`src/rtl/dyn_mem_pkg.sv`:
```
// Shared types for the dynamic-latency memory: FSM state encoding.
package dyn_mem_pkg;

  typedef enum logic [1:0] {
    ST_IDLE    = 2'b00,
    ST_BUSY_RD = 2'b01,
    ST_BUSY_WR = 2'b10,
    ST_DONE    = 2'b11
  } state_e;

endpackage

```
`src/rtl/dyn_latency_mem_d1_if.sv`:
```
// Request/response bus of dyn_latency_mem_d1; addr_err exists only with DYN_MEM_ADDR_CHECK_EN.
interface dyn_latency_mem_d1_if #(
  parameter int WIDTH    = 32,
  parameter int IDX_SIZE = 4
);
  logic [IDX_SIZE-1:0] addr0;
  logic                read_en;
  logic                write_en;
  logic [WIDTH-1:0]    write_data;
  logic [WIDTH-1:0]    read_data;
  logic                read_done;
  logic                write_done;
`ifdef DYN_MEM_ADDR_CHECK_EN
  logic                addr_err;

  modport master (
    output addr0, read_en, write_en, write_data,
    input  read_data, read_done, write_done, addr_err
  );
  modport slave (
    input  addr0, read_en, write_en, write_data,
    output read_data, read_done, write_done, addr_err
  );
`else
  modport master (
    output addr0, read_en, write_en, write_data,
    input  read_data, read_done, write_done
  );
  modport slave (
    input  addr0, read_en, write_en, write_data,
    output read_data, read_done, write_done
  );
`endif
endinterface

```
`src/rtl/dyn_mem_lat_counter.sv`:
```
// Latency down-counter: load sets LATENCY-1, dec counts toward zero and saturates there.
module dyn_mem_lat_counter #(
  parameter int LATENCY = 3
) (
  input  logic clk,
  input  logic reset,
  input  logic load,
  input  logic dec,
  output logic zero
);
  localparam int CW = (LATENCY < 1) ? 1 : $clog2(LATENCY + 1);
  localparam logic [CW-1:0] LOAD_VAL = CW'(LATENCY - 1);

  logic [CW-1:0] cnt_q, cnt_d;

  always_comb begin
    cnt_d = cnt_q;
    if (load) begin
      cnt_d = LOAD_VAL;
    end else if (dec && (cnt_q != '0)) begin
      cnt_d = cnt_q - CW'(1);
    end
  end

  always_ff @(posedge clk) begin
    if (reset) begin
      cnt_q <= '0;
    end else begin
      cnt_q <= cnt_d;
    end
  end

  assign zero = (cnt_q == '0);
endmodule

```
`src/rtl/dyn_latency_mem_d1.sv`:
```
// Word memory with fixed programmable access latency and level request / pulse completion.
// Optional out-of-range reporting on addr_err when DYN_MEM_ADDR_CHECK_EN is defined.
module dyn_latency_mem_d1
  import dyn_mem_pkg::*;
#(
  parameter int WIDTH    = 32,
  parameter int SIZE     = 16,
  parameter int IDX_SIZE = 4,
  parameter int LATENCY  = 3
) (
  input  logic                 clk,
  input  logic                 reset,
  dyn_latency_mem_d1_if.slave  bus
);
  generate
    if (LATENCY < 1) begin : g_bad_latency
      $error("dyn_latency_mem_d1: LATENCY must be at least 1");
    end
  endgenerate

  localparam int AW = (SIZE > 1) ? $clog2(SIZE) : 1;
  localparam logic [31:0] SIZE_W = 32'(SIZE);

  state_e              state_q, state_d;
  logic [IDX_SIZE-1:0] addr_q, addr_d;
  logic [WIDTH-1:0]    wdata_q, wdata_d;
  logic [WIDTH-1:0]    read_data_q, read_data_d;
  logic                read_done_q, read_done_d;
  logic                write_done_q, write_done_d;
  logic                cnt_load, cnt_dec, cnt_zero;
  logic                mem_we;
  logic                in_range;
  logic [AW-1:0]       idx;
  logic [WIDTH-1:0]    mem_q [SIZE];
`ifdef DYN_MEM_ADDR_CHECK_EN
  logic                addr_err_q, addr_err_d;
`endif

  dyn_mem_lat_counter #(.LATENCY(LATENCY)) u_lat_counter (
    .clk   (clk),
    .reset (reset),
    .load  (cnt_load),
    .dec   (cnt_dec),
    .zero  (cnt_zero)
  );

  assign in_range = (32'(addr_q) < SIZE_W);
  assign idx      = AW'(addr_q);

  always_ff @(posedge clk) begin
    if (reset) begin
      state_q <= ST_IDLE;
    end else begin
      state_q <= state_d;
    end
  end

  always_comb begin
    state_d = state_q;
    unique case (state_q)
      ST_IDLE: begin
        if (bus.read_en) begin
          state_d = ST_BUSY_RD;
        end else if (bus.write_en) begin
          state_d = ST_BUSY_WR;
        end
      end
      ST_BUSY_RD, ST_BUSY_WR: begin
        if (cnt_zero) begin
          state_d = ST_DONE;
        end
      end
      ST_DONE: state_d = ST_IDLE;
      default: state_d = ST_IDLE;
    endcase
  end

  // Done flags default low, so the DONE state clears them without extra logic.
  always_comb begin
    addr_d       = addr_q;
    wdata_d      = wdata_q;
    read_data_d  = read_data_q;
    read_done_d  = 1'b0;
    write_done_d = 1'b0;
    cnt_load     = 1'b0;
    cnt_dec      = 1'b0;
    mem_we       = 1'b0;
`ifdef DYN_MEM_ADDR_CHECK_EN
    addr_err_d   = 1'b0;
`endif
    unique case (state_q)
      ST_IDLE: begin
        if (bus.read_en) begin
          addr_d   = bus.addr0;
          cnt_load = 1'b1;
        end else if (bus.write_en) begin
          addr_d   = bus.addr0;
          wdata_d  = bus.write_data;
          cnt_load = 1'b1;
        end
      end
      ST_BUSY_RD: begin
        if (cnt_zero) begin
          read_data_d = in_range ? mem_q[idx] : '0;
          read_done_d = 1'b1;
`ifdef DYN_MEM_ADDR_CHECK_EN
          addr_err_d  = ~in_range;
`endif
        end else begin
          cnt_dec = 1'b1;
        end
      end
      ST_BUSY_WR: begin
        if (cnt_zero) begin
          mem_we       = in_range;
          write_done_d = 1'b1;
`ifdef DYN_MEM_ADDR_CHECK_EN
          addr_err_d   = ~in_range;
`endif
        end else begin
          cnt_dec = 1'b1;
        end
      end
      default: ;
    endcase
  end

  always_ff @(posedge clk) begin
    if (reset) begin
      addr_q       <= '0;
      wdata_q      <= '0;
      read_data_q  <= '0;
      read_done_q  <= 1'b0;
      write_done_q <= 1'b0;
`ifdef DYN_MEM_ADDR_CHECK_EN
      addr_err_q   <= 1'b0;
`endif
    end else begin
      addr_q       <= addr_d;
      wdata_q      <= wdata_d;
      read_data_q  <= read_data_d;
      read_done_q  <= read_done_d;
      write_done_q <= write_done_d;
`ifdef DYN_MEM_ADDR_CHECK_EN
      addr_err_q   <= addr_err_d;
`endif
    end
  end

  // Memory is not reset; a reset in the write cycle still suppresses the update.
  always_ff @(posedge clk) begin
    if (!reset && mem_we) begin
      mem_q[idx] <= wdata_q;
    end
  end

  assign bus.read_data  = read_data_q;
  assign bus.read_done  = read_done_q;
  assign bus.write_done = write_done_q;
`ifdef DYN_MEM_ADDR_CHECK_EN
  assign bus.addr_err   = addr_err_q;
`endif
endmodule

```
`src/flat_wrapper.sv`:
```
// flat-port wrapper written by rule: the top's interface ports become plain ports
module dyn_latency_mem_d1_flat import dyn_mem_pkg::*;
#(
  parameter int WIDTH    = 32,
  parameter int SIZE     = 16,
  parameter int IDX_SIZE = 4,
  parameter int LATENCY  = 3
)
  (clk, reset, bus_addr0, bus_read_en, bus_write_en, bus_write_data, bus_read_data, bus_read_done, bus_write_done);
  dyn_latency_mem_d1_if #(.WIDTH(WIDTH), .IDX_SIZE(IDX_SIZE)) bus_i ();
  input  logic clk;
  input  logic reset;
  input wire logic [$bits(bus_i.addr0)-1:0] bus_addr0;
  input wire logic [$bits(bus_i.read_en)-1:0] bus_read_en;
  input wire logic [$bits(bus_i.write_en)-1:0] bus_write_en;
  input wire logic [$bits(bus_i.write_data)-1:0] bus_write_data;
  output wire logic [$bits(bus_i.read_data)-1:0] bus_read_data;
  output wire logic [$bits(bus_i.read_done)-1:0] bus_read_done;
  output wire logic [$bits(bus_i.write_done)-1:0] bus_write_done;
  assign bus_i.addr0 = bus_addr0;
  assign bus_i.read_en = bus_read_en;
  assign bus_i.write_en = bus_write_en;
  assign bus_i.write_data = bus_write_data;
  assign bus_read_data = bus_i.read_data;
  assign bus_read_done = bus_i.read_done;
  assign bus_write_done = bus_i.write_done;
  dyn_latency_mem_d1 #(.WIDTH(WIDTH), .SIZE(SIZE), .IDX_SIZE(IDX_SIZE), .LATENCY(LATENCY)) u_core (.clk(clk), .reset(reset), .bus(bus_i));
endmodule
```
`config.mk`:
```
export PLATFORM = sky130hd
export DESIGN_NAME = dyn_latency_mem_d1_flat
export DESIGN_NICKNAME = d
export VERILOG_FILES = /design/src/rtl/dyn_mem_pkg.sv /design/src/rtl/dyn_latency_mem_d1_if.sv /design/src/rtl/dyn_mem_lat_counter.sv /design/src/rtl/dyn_latency_mem_d1.sv /design/src/flat_wrapper.sv
export SDC_FILE = /design/constraint.sdc
export NUM_CORES = 1
export LEC_CHECK = 0
export BUFFER_PORTS_ARGS = -buffer_cell sky130_fd_sc_hd__buf_4
export CAP_MARGIN = 20
export CORE_ASPECT_RATIO = 1.75
export CORE_MARGIN = 5
export CORE_UTILIZATION = 50
export CTS_CLUSTER_SIZE = 8
export DETAILED_ROUTE_END_ITERATION = 8
export PLACE_DENSITY = 0.64
export SLEW_MARGIN = 20
export SYNTH_ARGS = -nofsm -noshare
export SYNTH_HDL_FRONTEND = slang
export SYNTH_SLANG_ARGS = --single-unit
```
`constraint.sdc`:
```
create_clock -name clk -period 6.2 [get_ports clk]
set_input_delay 0.62 -clock clk [delete_from_list [all_inputs] [get_ports clk]]
set_output_delay 0.62 -clock clk [all_outputs]
set_load 0.1 [all_outputs]
```
==> impl_results.md <==
* Run status: finished clean
* Fmax at ~310 MHz
* Setup CP Type: reg2reg
* Worst-Margin Slew at around 1.1 ns
* Clock latency on the worst-skew pair at roughly 0.60 ns
* Drt total wl at slightly above 50000 um
* Cts hold-fix bufs at 0
* Lkg Pwr at around 0.0084 uW
* Fill cells at 3290
* Grt total ovfl at 0
* Seq cells post-synth at just under 600
* Delay-heaviest family, CP: buffers and inverters
* Final setup fails at 0
* Share of layout cells above drive strength 1 at approximately a fifth
* Maximum VDD drop at ~290 uV
* Core ar. at 44300 um^2
* Die W at 170 um
* Starting density of the core at between 50% and 60%
* Buf/Inv on CP at 2
* CP Capture Type: register
* Yosys top cell by area: edfxtp_1
* Worst path cell trace: buf_4, buf_4, mux4_2, o21ai_1, a311oi_1
* RSZ-0062 raised after global routing: no
* Final WS setup at a little under 3 ns
* DP Area at 23700 um^2
* Num CTS Buffers at between 80 and 90
* Routed vias/inst at ~5.8
* Final Instance Area at 26100 um^2
* DRT Pass-1 Iters at 5
* Area Growth Syn to Fin at 16.2%
* CTS tree: done
* First-pass GRT wire length at about 75000 um
* Final Hold Fails at 0
* Largest net degree at the start of global routing at 74
* Worst min path class: in2reg
* CP Launch Type: register
* Routability cong. at ~0.75
* Clock Skew at approximately 0.018 ns
* Max-slew headroom at the worst pin at 28.3%
* Top cell type's share of synthesized area at between 60 and 70%
* Drt initial violations at roughly 1.0k
* Clock-pin slew on the worst setup and hold paths at about 0.050 ns
* Buffers on Ports at 73
* Crit path DAT at roughly 3.7 ns
* Clock Sinks at between 500 and 600
* Maximum capacitance violations at 0
* Vias at around 12k
* Die footprint at 49400 um^2
* CTS Root Cell: clkbuf_16
* Crit path top cell by count: buf_4
* Final ANT Viol Nets at 0
* Syn_area_per_cell at between 15 and 20 um^2
* Ys Warns at 0
* Final std cells w/o fill at approximately 2k
* Slew Limit Fails at 0
* DIE HEIGHT at ~290 um
* Resized cells post-CTS at 0
* IO Count at 74
* DP Cell Count at around 1.9k
* Max incr delay on CP at a little over 0.8 ns
* Synth unique cells at 32
* Multi-input logic area at slightly above 5000 um^2
* Syn nets at around 1.3k
* Initial antenna violation count at 0
* Dpl hpwl at slightly below 30000 um
* Rows at 102
* CP required at roughly 6.6 ns
* Synthesized cell area at about 22000 um^2
* Sequential fraction of the synthesis area at between 70% and 80%
* PwrDens at 409 nW/um^2
* Max clock buf depth at 3
* Worst Path Max Fanout at 41
* Min Clock Period, post-route at about 3.2 ns
* Post-CTS Setup Inserts at 0
* Total GRT Usage at 20.3%
* Top cells by area, synth: edfxtp_1 69%, mux2i_1 8.7%, dfxtp_1 6.6%, mux4_2 3.2%, o22ai_2 1.7%
* Pre-CTS setup slack at about 2.9 ns
* Register area at approximately 17000 um^2
* Sum of negative setup slack at 0 ns
* Fin crit share at between 50% and 60%
* DR WL/cell at between 20 and 25 um
* Syn Inst Count at around 1.3k
* Final #Nets at about 1.4k
* Vias in the first global route at about 12k
* Htree depth at 3
* DRC at 0
* Antenna diode count at 0
* Crit-path slowest cell: dfxtp_4
-- cells in the final DEF, fill, tap and decap left out, types with 5 or more instances in the layout --
master     synthesis  routed
clkbuf_1          39      63
mux2i_1          196     196
clkbuf_16          0      84
a21oi_1           36      36
mux4_2            32      32
edfxtp_1         512     512
nand2b_1           6       6
o22ai_2           30      30
nor2_4             0      12
ha_1               5       5
nor2_1            84      72
a221oi_1          32      32
a311oi_1          32      32
inv_6              0       5
o22ai_1           34      34
o21ai_1           33      33
nand2_1           72      72
buf_4              5     105
dfxtp_1           74      70
-- routing by layer --
layer  up-vias  GRT usage (%)  share of wire [%]
met1      6030           24.1                 38
met5         -              0                  0
li1       5324              -                  -
met3        75           3.65                4.9
met4         0           6.18                2.3
met2       321           37.2                 55
-- path summary, 6_finish.rpt --
check | start | to | slack (ns) | cells after the start
min reg2reg | u_core.bus.read_data[22]$_SDFFE_PP0P_ | u_core.bus.read_data[22]$_SDFFE_PP0P_ | 0.50 | 2
max | u_core.addr_q[1]$_SDFFE_PP0P_ | u_core.bus.read_data[14]$_SDFFE_PP0P_ | 2.98 | 5
max reg2reg | u_core.addr_q[1]$_SDFFE_PP0P_ | u_core.bus.read_data[14]$_SDFFE_PP0P_ | 2.98 | 5
min | bus_addr0[0] | u_core.addr_q[0]$_SDFFE_PP0P_ | 0.27 | 3
-- cell usage after synthesis --
master and count:
o22ai_2 30, xnor2_1 1, a221oi_1 32, buf_1 1
edfxtp_1 512, buf_12 1, mux4_2 32, nor2b_1 4
clkbuf_4 1, inv_1 4, or3b_1 1, nand2b_1 6
a311oi_1 32, ha_1 5, o21ai_0 1, nand2_1 72
buf_4 5, nand3_1 1, nor2_1 84, buf_2 11
nand3b_1 3, a21oi_1 36, mux2i_1 196, and2_1 3
dfxtp_1 74, o22ai_1 34, buf_6 17, nor3_1 6
o21ai_1 33, a21boi_0 1, buf_8 7, clkbuf_1 39
-- area by class of cell --
| type | count | area share, % |
|---|---|---|
| tap | 572 | 2.74 |
| inverter | 4 | 0.0576 |
| clock buffer | 147 | 8.97 |
| multi-input combinational | 613 | 19.6 |
| timing repair buffer | 112 | 3.66 |
| sequential | 586 | 64.7 |
| clock inverter | 7 | 0.264 |
-- state kept, by name (all words and copies together), names as in the netlist --
| register | count |
|---|---|
| u_core.bus.read_done | 1 |
| u_core.addr_q | 4 |
| u_core.bus.read_data | 32 |
| u_core.mem_q | 512 |
| u_core.u_lat_counter.cnt_q | 2 |
| u_core.wdata_q | 32 |
| u_core.state_q | 2 |
| u_core.bus.write_done | 1 |
-- metrics by stage --
stage                     power, uW  util [%]  hold WS, ns
after floorplan                6180         -        0.500
after global routing          11100      58.9        0.252
after CTS                     10800      58.9        0.241
after global placement         6600      53.1        0.499
after detailed placement       6640      53.4        0.498
final                         10700      58.9        0.271
-- worst min-delay path, stage by stage --
cell and delay [ns]:
buf_4 0.08, mux2i_1 0.05, nor2_1 0.07
-- logic make-up (layout without fill, tap and decap cells) --
group           Yosys count  after routing  synth area share, %
simple gates            180            180                 3.27
compound gates          199            199                 6.72
flops                   586            586                 75.1
mux                     228            228                 12.0
xor+xnor                  1              1               0.0391
buf+inv                  86            270                 2.59
fa+ha+maj                 5              5                0.279
-- report_power, final --
group / internal, uW / total (uW) / leakage [uW] / switching, uW
logic: 589 / 1830 / 0.00193 / 1240
clock network: 2540 / 4130 / 0.00114 / 1590
registers: 4500 / 4710 / 0.00533 / 213
Note: power is estimated with default switching activity, not from simulation.
